File: config.mk
export PLATFORM = sky130hd
export DESIGN_NAME = prog_divider
export DESIGN_NICKNAME = d
export VERILOG_FILES = /design/src/rtl/prog_divider_pkg.sv /design/src/rtl/prog_divider_ch.sv /design/src/rtl/prog_divider.sv
export SDC_FILE = /design/constraint.sdc
export NUM_CORES = 1
export LEC_CHECK = 0
export CORE_UTILIZATION = 30
export CTS_CLUSTER_DIAMETER = 60
export DETAILED_ROUTE_END_ITERATION = 10
export PLACE_DENSITY_LB_ADDON = 0.05
export SYNTH_ARGS = -nofsm -noshare
export SYNTH_HDL_FRONTEND = slang
export SYNTH_SLANG_ARGS = --single-unit
File: constraint.sdc
create_clock -name clk -period 3 [get_ports clk]
set_input_delay 0.45 -clock clk [delete_from_list [all_inputs] [get_ports clk]]
set_output_delay 0.45 -clock clk [all_outputs]
set_load 0.03 [all_outputs]
File: src/rtl/prog_divider_pkg.sv
// Shared types and defaults for the multi-channel programmable clock divider.
package prog_divider_pkg;

  typedef enum logic {
    MODE_TOGGLE = 1'b0,
    MODE_PULSE  = 1'b1
  } mode_e;

  localparam int unsigned CH_IDX_W     = 3;
  localparam int unsigned DEF_WIDTH    = 26;
  localparam int unsigned DEF_CHANNELS = 2;
  localparam int unsigned DEF_TAP_BITS = 5;
  localparam logic [25:0] DEF_RELOAD   = 26'h3938700;

endpackage

File: src/rtl/prog_divider_ch.sv
// One divider channel: reloadable down-counter with toggle or pulse output.
module prog_divider_ch
  import prog_divider_pkg::*;
#(
  parameter int unsigned       WIDTH          = DEF_WIDTH,
  parameter logic [WIDTH-1:0]  DEFAULT_RELOAD = WIDTH'(DEF_RELOAD)
) (
  input  logic             clk,
  input  logic             rst_n,
  input  logic             en,
  input  logic             wr,
  input  logic             restart,
  input  logic [WIDTH-1:0] wr_reload,
  input  logic             wr_mode,
  output logic [WIDTH-1:0] count,
  output logic             out_pin,
  output logic             tick
);

  logic [WIDTH-1:0] count_q, count_d;
  logic [WIDTH-1:0] reload_q, reload_d;
  mode_e            mode_q, mode_d;
  // Mode currently shaping out_pin; lags mode_q until the next wrap so a
  // mode change without restart leaves out_pin alone until then.
  mode_e            out_mode_q, out_mode_d;
  logic             out_q, out_d;
  logic             tick_q, tick_d;

  // Next-state: restart wins, then wrap/decrement when running, else hold.
  always_comb begin
    count_d    = count_q;
    reload_d   = wr ? wr_reload : reload_q;
    mode_d     = wr ? mode_e'(wr_mode) : mode_q;
    out_mode_d = out_mode_q;
    out_d      = out_q;
    tick_d     = 1'b0;
    if (wr && restart) begin
      count_d    = wr_reload;
      out_mode_d = mode_e'(wr_mode);
      out_d      = 1'b0;
    end else if (en && (count_q == '0)) begin
      // Wrap loads reload_d so a coinciding write takes effect immediately.
      count_d    = reload_d;
      tick_d     = 1'b1;
      out_mode_d = mode_d;
      out_d      = (mode_d == MODE_PULSE) ? 1'b1 : ~out_q;
    end else begin
      if (en) begin
        count_d = count_q - 1'b1;
      end
      if (out_mode_q == MODE_PULSE) begin
        out_d = 1'b0;
      end
    end
  end

  // Channel state register with asynchronous reset.
  always_ff @(posedge clk or negedge rst_n) begin
    if (!rst_n) begin
      count_q    <= DEFAULT_RELOAD;
      reload_q   <= DEFAULT_RELOAD;
      mode_q     <= MODE_TOGGLE;
      out_mode_q <= MODE_TOGGLE;
      out_q      <= 1'b0;
      tick_q     <= 1'b0;
    end else begin
      count_q    <= count_d;
      reload_q   <= reload_d;
      mode_q     <= mode_d;
      out_mode_q <= out_mode_d;
      out_q      <= out_d;
      tick_q     <= tick_d;
    end
  end

  assign count   = count_q;
  assign out_pin = out_q;
  assign tick    = tick_q;

endmodule

File: src/rtl/prog_divider.sv
// Multi-channel programmable clock divider / LED blinker with counter tap.
module prog_divider
  import prog_divider_pkg::*;
#(
  parameter int unsigned      WIDTH          = DEF_WIDTH,
  parameter int unsigned      CHANNELS       = DEF_CHANNELS,
  parameter logic [WIDTH-1:0] DEFAULT_RELOAD = WIDTH'(DEF_RELOAD),
  parameter int unsigned      TAP_BITS       = DEF_TAP_BITS
) (
  input  logic                clk,
  input  logic                rst_n,
  input  logic [CHANNELS-1:0] ch_en,
  input  logic                cfg_we,
  input  logic [CH_IDX_W-1:0] cfg_ch,
  input  logic [WIDTH-1:0]    cfg_reload,
  input  logic                cfg_mode,
  input  logic                cfg_restart,
  input  logic [CH_IDX_W-1:0] tap_sel,
  output logic [CHANNELS-1:0] out_pin,
  output logic [CHANNELS-1:0] tick,
  output logic [TAP_BITS-1:0] tap_out
);

  logic [WIDTH-1:0]    count_all [CHANNELS];
  logic [CHANNELS-1:0] wr_sel;

  // Out-of-range cfg_ch matches no channel, so such writes are dropped.
  for (genvar i = 0; i < CHANNELS; i++) begin : g_ch
    assign wr_sel[i] = cfg_we && (cfg_ch == CH_IDX_W'(i));

    prog_divider_ch #(
      .WIDTH          (WIDTH),
      .DEFAULT_RELOAD (DEFAULT_RELOAD)
    ) u_ch (
      .clk       (clk),
      .rst_n     (rst_n),
      .en        (ch_en[i]),
      .wr        (wr_sel[i]),
      .restart   (cfg_restart),
      .wr_reload (cfg_reload),
      .wr_mode   (cfg_mode),
      .count     (count_all[i]),
      .out_pin   (out_pin[i]),
      .tick      (tick[i])
    );
  end

  // Tap mux: MSBs of the selected channel's count, zero when out of range.
  always_comb begin
    tap_out = '0;
    for (int unsigned i = 0; i < CHANNELS; i++) begin
      if (tap_sel == CH_IDX_W'(i)) begin
        tap_out = count_all[i][WIDTH-1 -: TAP_BITS];
      end
    end
  end

endmodule

# Yosys cells after proc, flatten, opt, wreduce, memory -nomap -nowiden
# Index checks and enable logic that the tools add are counted.
[word_totals]
output_inout_bits = 9
input_bits = 39
ff_bits = 112
elab_cells = 62
[classes]
reduce_logical = 16
n_eq_ne = 2
bitwise_logic = 2
n_mux = 28
n_addsub = 2
[op_table]
columns = ["operator", "n"]
rows = [
  ["26-bit 2-to-1 mux", 8],
  ["26-bit zero test", 2],
  ["26-bit by 1-bit subtractor with 26-bit output (second input constant)", 2],
  ["1-bit 2-to-1 mux", 18],
  ["3-bit nonzero test", 4],
  ["5-bit 2-to-1 mux", 2],
  ["3-bit by 1-bit == test with 1-bit output (second input constant)", 2],
  ["1-bit logical AND", 6],
  ["3-bit zero test", 2],
  ["2-bit nonzero test", 2],
  ["1-bit inverter", 2],
]

# Longest topological paths before layout
# Gate-level depths: netlist of the first run.
[logic_depth]
word_depth = 6
mapped_depth = 10
ltp_nobuf = 8

# Modules after synthesis
# Synthesis of the first run repeated with hierarchy kept, for this count alone.
[hier_totals]
cells_unflattened = 661
hier_area_um2 = 6329.8
[modules_own_cells]
columns = ["mod", "area_per_inst_um2", "seq_area_each_um2", "instances", "cells_per_inst"]
rows = [
  ["prog_divider_ch (g_ch[1].u_ch)", 3140.5, 1426.4, 1, 323],
  ["prog_divider_ch (g_ch[0].u_ch)", 3084.2, 1426.4, 1, 325],
  ["prog_divider", 105.1, 0.0, 1, 13],
]

# Worst setup path after synthesis of the first run
# No wires, ideal clock.
[synth_timing]
path_kind = "register to register"
start = "reg g_ch[0].u_ch.count_q[0]"
end = "reg g_ch[0].u_ch.count_q[25]"
arrival_time_ns = 2.321
stages_incl_launch_ff = 10
synth_period_minus_slack_ns = 2.404
path_buffers = 1
required_ns = 2.917
setup_ns = 0.083
slack_ns = 0.596
path_cell_list = "dfrtp_1 > inv_1 > ha_1 > or3b_2 > nor4_2 > nand2_1 > nand2_1 > buf_2 > o21ai_1 > a221o_1"
[synth_via]
elab_chain_cells = 4
elab_cells_between_ends = 7
cone_classes = "add/sub (1); mux (3); reduce/logical (3)"
[synth_lines]
columns = ["element", "line", "rtl"]
rows = [
  ["from (decl)", "prog_divider_ch.sv:20", "logic [WIDTH-1:0] count_q, count_d;"],
  ["from (signal assigned)", "prog_divider_ch.sv:67", "count_q <= count_d;"],
  ["26-bit by 1-bit subtractor with 26-bit output or 26-bit zero test (tied branches)", "prog_divider_ch.sv:49, prog_divider_ch.sv:41", ""],
  ["26-bit 2-to-1 mux or 1-bit logical AND (tied branches)", "prog_divider_ch.sv:48, prog_divider_ch.sv:41", ""],
  ["26-bit 2-to-1 mux", "prog_divider_ch.sv:41", "end else if (en && (count_q == '0)) begin"],
  ["26-bit 2-to-1 mux", "prog_divider_ch.sv:37", "if (wr && restart) begin"],
]
# Parallel ways exist; a longest one is shown, timed or not. The select of a mux whose other input is x is not followed.
# A chain may end at the register's enable or synchronous reset.

# Final worst setup path of the first run
# Ends and elaborated chain as after synthesis.

==> results.py, run 1 <==
metrics = {
    "status": {
        "status": "completed",
    },
    "yosys": {
        "avgSynthCellArea_um2": 9.55,
        "synth_top_area_cell": "dfrtp_1",
        "synth_cell_types": 70,
        "netlist_area_mm2": 0.00631,
        "synth_edf_count": 0,
        "ys_ff_latch": 112,
        "synth_async_sr_flop_share_pct": 100,
        "synth_fp_nets": 702,
        "synth_warnings": 0,
        "synth_seq_area_share_pct": 45.2,
        "synth_top_area_share_pct": 28.6,
        "synth_cells": 661,
        "ys.flop_type": "dfrtp_1",
        "ys_top_cells_by_area": "dfrtp_1 (29%), dfstp_2 (17%), mux2_2 (9.6%)",
    },
    "min_path": {
        "hold_path.class": "input pin to asynchronous set/reset pin",
    },
    "power_and_ir_drop": {
        "peakVddDrop_mv": 0.247,
        "p_switching_w": 0.00143,
        "leakagePower_nw": 2.86,
        "combPwrFrac_pct": 23.0,
        "p_clk_share_pct": 27.1,
        "p_int_w": 0.00318,
        "cellPowerDensity_mw_per_mm2": 609,
        "switching_share_pct": 31.1,
        "seqPwrFrac_pct": 49.9,
        "p_total_w": 0.00461,
    },
    "placement": {
        "placed_area_mm2": 0.00727,
        "gp_congestion": 0.896,
        "hpwl_mm": 14.6,
        "io_buffers": 47,
    },
    "clocking": {
        "clock-root-buffer": "clkbuf_16",
        "htreeDepth": 3,
        "cts_sinks": 112,
        "clk_pin_slew_ns": 0.08,
        "cts_buffer_depth": 2,
        "cts_buffers": 9,
        "cts_setup_buffers": 0,
        "cts_tree": "done",
        "insertion_delay_ns": 0.36,
    },
    "global_routing": {
        "gr-total-overflow": 0,
        "grt_pass1_wl_mm": 31.8,
        "grt.total_usage_pct": 19.2,
        "antenna_found_initial": 1,
        "grt_pass1_vias": 5314,
        "grt_max_degree": 83,
    },
    "critical_path": {
        "crit_family": "simple AND/OR/NAND/NOR gates",
        "critPathKind": "flip-flop to flip-flop",
        "slowest_delay_ns": 0.52,
        "reg2reg_from": "g_ch[0].u_ch.count[0]",
        "cp_common_cell": "nand2_1",
        "worstPathCellList": "inv_1 > ha_1 > or3b_2 > nor4_4 > nand2_1 > nand2_1 > o21ai_1 > a221o_1",
        "reg2regPathDepth": 8,
        "rrSetupSlack_ns": 0.28,
        "rr_endpoint": "g_ch[0].u_ch.count[25]",
        "arrival_ns": 3.00,
        "cp-end-kind": "flip-flop",
        "critPathSlowestCell": "or3b_2",
        "cp_data_required_time_ns": 3.28,
        "cp-start-kind": "flip-flop",
        "crit_buf_inv": 1,
        "crit_fanout": 11,
    },
    "sta": {
        "worst_slew_pin_slew_ns": 0.666,
        "slew_violations": 0,
        "rsz0062_at_grt": "false",
        "fin_crit_sh_pct": 90.8,
        "fin_crit_ns": 2.72,
        "finalSetupViolCount": 0,
        "finClkSkew_ns": 0.0108,
        "max_slew_margin_pct": 55.2,
        "timing.fmax_ghz": 0.367,
        "tns_ns": 0,
        "hold_violations": 0,
        "whs_ns": 0.0180,
    },
    "floorplan": {
        "start_util_pct": 30.9,
        "die_w_um": 147,
        "rows": 52,
        "dieArea_mm2": 0.0216,
        "io_pins": 48,
        "die_y_um": 147,
        "fp.coreArea_mm2": 0.0204,
    },
    "layout": {
        "drive_gt1_share_pct": 23.6,
        "final_cell_mix": "nor2_1 (76), dfrtp_1 (72), nand2_1 (56), mux2_2 (54), clkdlybuf4s50_1 (46)",
        "post-route-cell-area_mm2": 0.00757,
        "syn2layout_area_growth_pct": 19.9,
        "n_antenna_cell": 0,
        "final_common_cell": "nor2_1",
        "layout.nets": 758,
    },
    "drt": {
        "viasPerCell": 5.34,
        "postRouteAntennaNets": 0,
        "first_pass_iters": 5,
        "wl_per_cell_um": 20.1,
        "routed_wl_mm": 20.0,
        "drc": 0,
        "drtIter0Drc": 346,
        "route.vias.total": 5292,
    },
    "job": {
        "cap_violations": 0,
    },
}
power by group through the flow:
stage | sequential, W | clock, W | combinational, W
2_1_floorplan | 0.00222 | 0 | 0.000745
3_3_place_gp | 0.00232 | 0 | 0.00105
3_5_place_dp | 0.00232 | 0 | 0.00106
4_1_cts | 0.00230 | 0.00129 | 0.00107
5_1_grt | 0.00236 | 0.00135 | 0.00119
6_report | 0.00230 | 0.00125 | 0.00106
worst register-to-register path, delay by kind of cell, from the launching register on:
kind,cells,cell delay [ns]
and+or+nand+nor,4,1.46
AOI/OAI and AO/OA,2,0.45
DFF,1,0.41
buffers and inverters,1,0.11
adders and majority gates,1,0.22
layer usage:
layer | GRT usage (%) | share of wire [%] | vias to the layer above
met2 | 30.4 | 46 | 84
met3 | 2.67 | 2.4 | 16
met4 | 5.10 | 1.2 | 0
met5 | 0 | 0 | -
li1 | - | - | 2549
met1 | 27.5 | 50 | 2643
cell type report:
| type | instances | area, um^2 |
|---|---|---|
| fill | 2079 | 12900 |
| sequential | 112 | 2850 |
| inverter | 11 | 41.3 |
| clock inverter | 1 | 30.0 |
| clock buffer | 14 | 264 |
| tap | 270 | 338 |
| multi-input combinational | 496 | 3240 |
| timing repair buffer | 87 | 806 |
flip-flops by register name, indices dropped and copies added (netlist names):
register	cells
g_ch.u_ch.count	52
g_ch.u_ch.mode_q	2
g_ch.u_ch.out_mode_q	2
g_ch.u_ch.out_pin	2
g_ch.u_ch.reload_q	52
g_ch.u_ch.tick	2
kinds of logic after synthesis:
family,synth area share (%)
adders and majority gates,0.397
xor gates and xnor gates,0.694
and+or+nand+nor,22.2
AOI/OAI and AO/OA,16.2
DFF,45.2
muxes,11.5
buffers and inverters,3.79
worst max-delay path by stage:
stage                                      from                endpoint  slack [ns]  depth (start not counted)
after CTS                 g_ch[0].u_ch.count[0]  g_ch[0].u_ch.count[25]        0.15                          8
final                     g_ch[0].u_ch.count[0]  g_ch[0].u_ch.count[25]        0.28                          8
after global placement                cfg_ch[1]  g_ch[1].u_ch.count[19]        0.22                          7
after global routing      g_ch[0].u_ch.count[0]  g_ch[0].u_ch.count[25]        0.07                          8
after floorplan           g_ch[0].u_ch.count[0]  g_ch[0].u_ch.count[25]        0.60                          9
after detailed placement  g_ch[0].u_ch.count[0]  g_ch[0].u_ch.count[25]        0.17                          8
per-stage QoR:
stage                     worst slack, ns  cells  util (%)
after floorplan                     0.596    661         -
after global placement              0.224    976      35.6
after detailed placement            0.168    976      35.6
after CTS                           0.146    991      37.0
after global routing               0.0738    991      37.0
final                               0.276    991      37.0
cells in the mapped netlist (7+ instances only):
cell / n
o22ai_1: 17
a211oi_1: 7
mux2_2: 54
inv_1: 10
a31oi_1: 14
mux2i_1: 12
a21oi_1: 45
o21a_1: 7
nor3_1: 35
dfstp_2: 40
buf_4: 7
o21ai_1: 13
dfrtp_1: 72
clkbuf_1: 28
nor4_1: 14
or3_1: 11
nand3_1: 13
o21ai_0: 15
or4_1: 7
nand2_1: 56
nor2_1: 76
what timing repair did:
| action | in CTS | in global routing |
|---|---|---|
| endpoints found under the setup margin | 0 | 4 |
| hold buffers | 0 | 0 |
| endpoints found under the hold margin | 0 | 0 |
| resized for setup | 0 | 1 |
No activity file was read; power rests on OpenSTA's default activity.
==> run 2: changes to the inputs <==
--- a/config.mk
+++ b/config.mk
@@ -9,6 +9,7 @@
 export CTS_CLUSTER_DIAMETER = 60
 export DETAILED_ROUTE_END_ITERATION = 10
 export PLACE_DENSITY_LB_ADDON = 0.05
+export SLEW_MARGIN = 20
 export SYNTH_ARGS = -nofsm -noshare
 export SYNTH_HDL_FRONTEND = slang
 export SYNTH_SLANG_ARGS = --single-unit
==> results of run 2 <==
Same layout as run 1: the final DEF is identical, and so are final timing and power.
==> variant (config.mk and constraints of run 2) <==
Change the package constant `DEF_CHANNELS` from 2 to 4.
--- a/src/rtl/prog_divider_pkg.sv
+++ b/src/rtl/prog_divider_pkg.sv
@@ -8,7 +8,7 @@
 
   localparam int unsigned CH_IDX_W     = 3;
   localparam int unsigned DEF_WIDTH    = 26;
-  localparam int unsigned DEF_CHANNELS = 2;
+  localparam int unsigned DEF_CHANNELS = 4;
   localparam int unsigned DEF_TAP_BITS = 5;
   localparam logic [25:0] DEF_RELOAD   = 26'h3938700;
 
Interface: changed (resized ch_en, out_pin and tick); port bits go from 48 to 54. The function was not compared with the original's and may differ.
==> variant against run 2 <==
Wire length rose to 2.5 times the old value; worst setup slack got worse by 0.14 ns; clock skew fell by 0.0020 ns; via count rose by 110%; sequential cell count rose by 112; highest routed layer unchanged; power rose by 140%; design area rose by 110%; area after synthesis rose by 110%.
==> variant: results (changes against run 2) <==
GRT met3 Usage: 0.03352 (+0.006814)
Net Sw Power: 3.386 mW (+140%)
register area share after synthesis: 0.4374 (-0.01470)
CP max stage delay: 0.60 ns (+0.08 ns)
clk_lat worst skew: 0.58 ns (+0.22 ns)
Synth top area share: 0.2763 (-0.009285)
layout cells sized above 1: 0.2886 (+0.05279)
placer congestion estimate: 0.8590 (-4.2%)
nets: 1518 (+100%)
initial antenna violation count: 6 (+5)
Placed Area: 0.01491 mm^2 (+110%)
wl on met1: 24160 um (+140%)
Crit-path slowest cell: clkdlybuf4s50_1
dpl ws: 0.06537 ns (-0.1027 ns)
Clk pin slew, worst setup/hold paths: 0.06 ns (-0.02 ns)
met2 GRT Util: 0.3520 (+0.04847)
VDD IR max: 440.4 uV (+78%)
Post-Layout Cell Count: 2084 (+110%)
mux contribution to synthesized area: 0.1176 (+0.002194)
met3 routed WL: 2359 um (+390%)
synth top area cells: dfrtp_1 (28%), dfstp_2 (16%), mux2_2 (8.9%), nand2_1 (3.7%), a21oi_1 (3.4%)
Post-DP HPWL: 36590 um (+150%)
Post-Syn Nets: 1397 (+99%)
synth unique cells: 95 (+36%)
Post-Syn Area per Cell: 9.648 um^2 (+1.1%)
Reg2Reg Setup Slack: 0.34 ns (+0.06 ns)
GRT Overall Usage: 0.2314 (+0.03925)
leakage: 6.302 nW (+120%)
run status: completed
DRT iter0 DRCs: 882 (+150%)
CP delay by family, top: buffers and inverters
Worst Tran Pin Value: 1.015 ns (+0.3484 ns)
crit path DAT: 2.41 ns (-0.59 ns)
pwr dens: 682.6 mW/mm^2 (+12%)
Post-CTS Resized: 0 (unchanged)
CTS Hold Buffers Added: 1 (+1)
Logic pwr share: 0.207 (-0.023)
adder-cell area share of the yosys netlist: 0.003837 (-0.0001290)
wire per inst: 24.21 um (+20%)
worst clock skew: 0.008764 ns (-0.002037 ns)
vias in the first global route: 11243 (+110%)
Fin Hold WS: 0.4228 ns (+0.4048 ns)
Design Area, Final: 0.01606 mm^2 (+110%)
H-Tree Depth: 1 (-2)
Synth Area in Compound Gates: 0.1725 (+0.01086)
Max Clk Rate: 349.2 MHz (-4.9%)
Port Buf Inserts: 53 (+13%)
first-pass GRT wire length: 75980 um (+140%)
Post-synth top cells: dfrtp_1 (144), nand2_1 (127), nor2_1 (111)
Clock Path Buffers: 3 (+1)
wire length on met2: 22160 um (+140%)
Flop pwr share: 0.419 (-0.080)
total CTS buffers: 30 (+21)
crit path max fanout: 5 (-6)
vias per cell: 5.415 (+1.4%)
highest routed layer: met4
grt met1 use: 0.3344 (+0.05919)
largest net degree at the start of global routing: 67 (-19%)
-- variant: final timing paths --
kind	from	to	depth (start not counted)
min in group clk	g_ch[1].u_ch.reload_q[5]$_DFF_PN0_	g_ch[1].u_ch.reload_q[5]$_DFF_PN0_	2
hold reg to reg	g_ch[1].u_ch.reload_q[5]$_DFF_PN0_	g_ch[1].u_ch.reload_q[5]$_DFF_PN0_	2
setup / recovery	tap_sel[0]	tap_out[1]	5
max in group asynchronous	rst_n	g_ch[3].u_ch.count[10]$_DFFE_PN1P_	3
setup reg to reg	g_ch[0].u_ch.count[0]$_DFFE_PN0P_	g_ch[0].u_ch.count[22]$_DFFE_PN0P_	9
hold / removal	rst_n	g_ch[0].u_ch.count[11]$_DFFE_PN0P_	2
-- variant: layout make-up --
class	instances	area share
clock inverter	13	0.01387
tap	585	0.04557
multi-input combinational	1007	0.4215
timing repair buffer	178	0.09939
sequential	224	0.3552
clock buffer	43	0.05671
antenna	2	0.0003116
inverter	32	0.007478
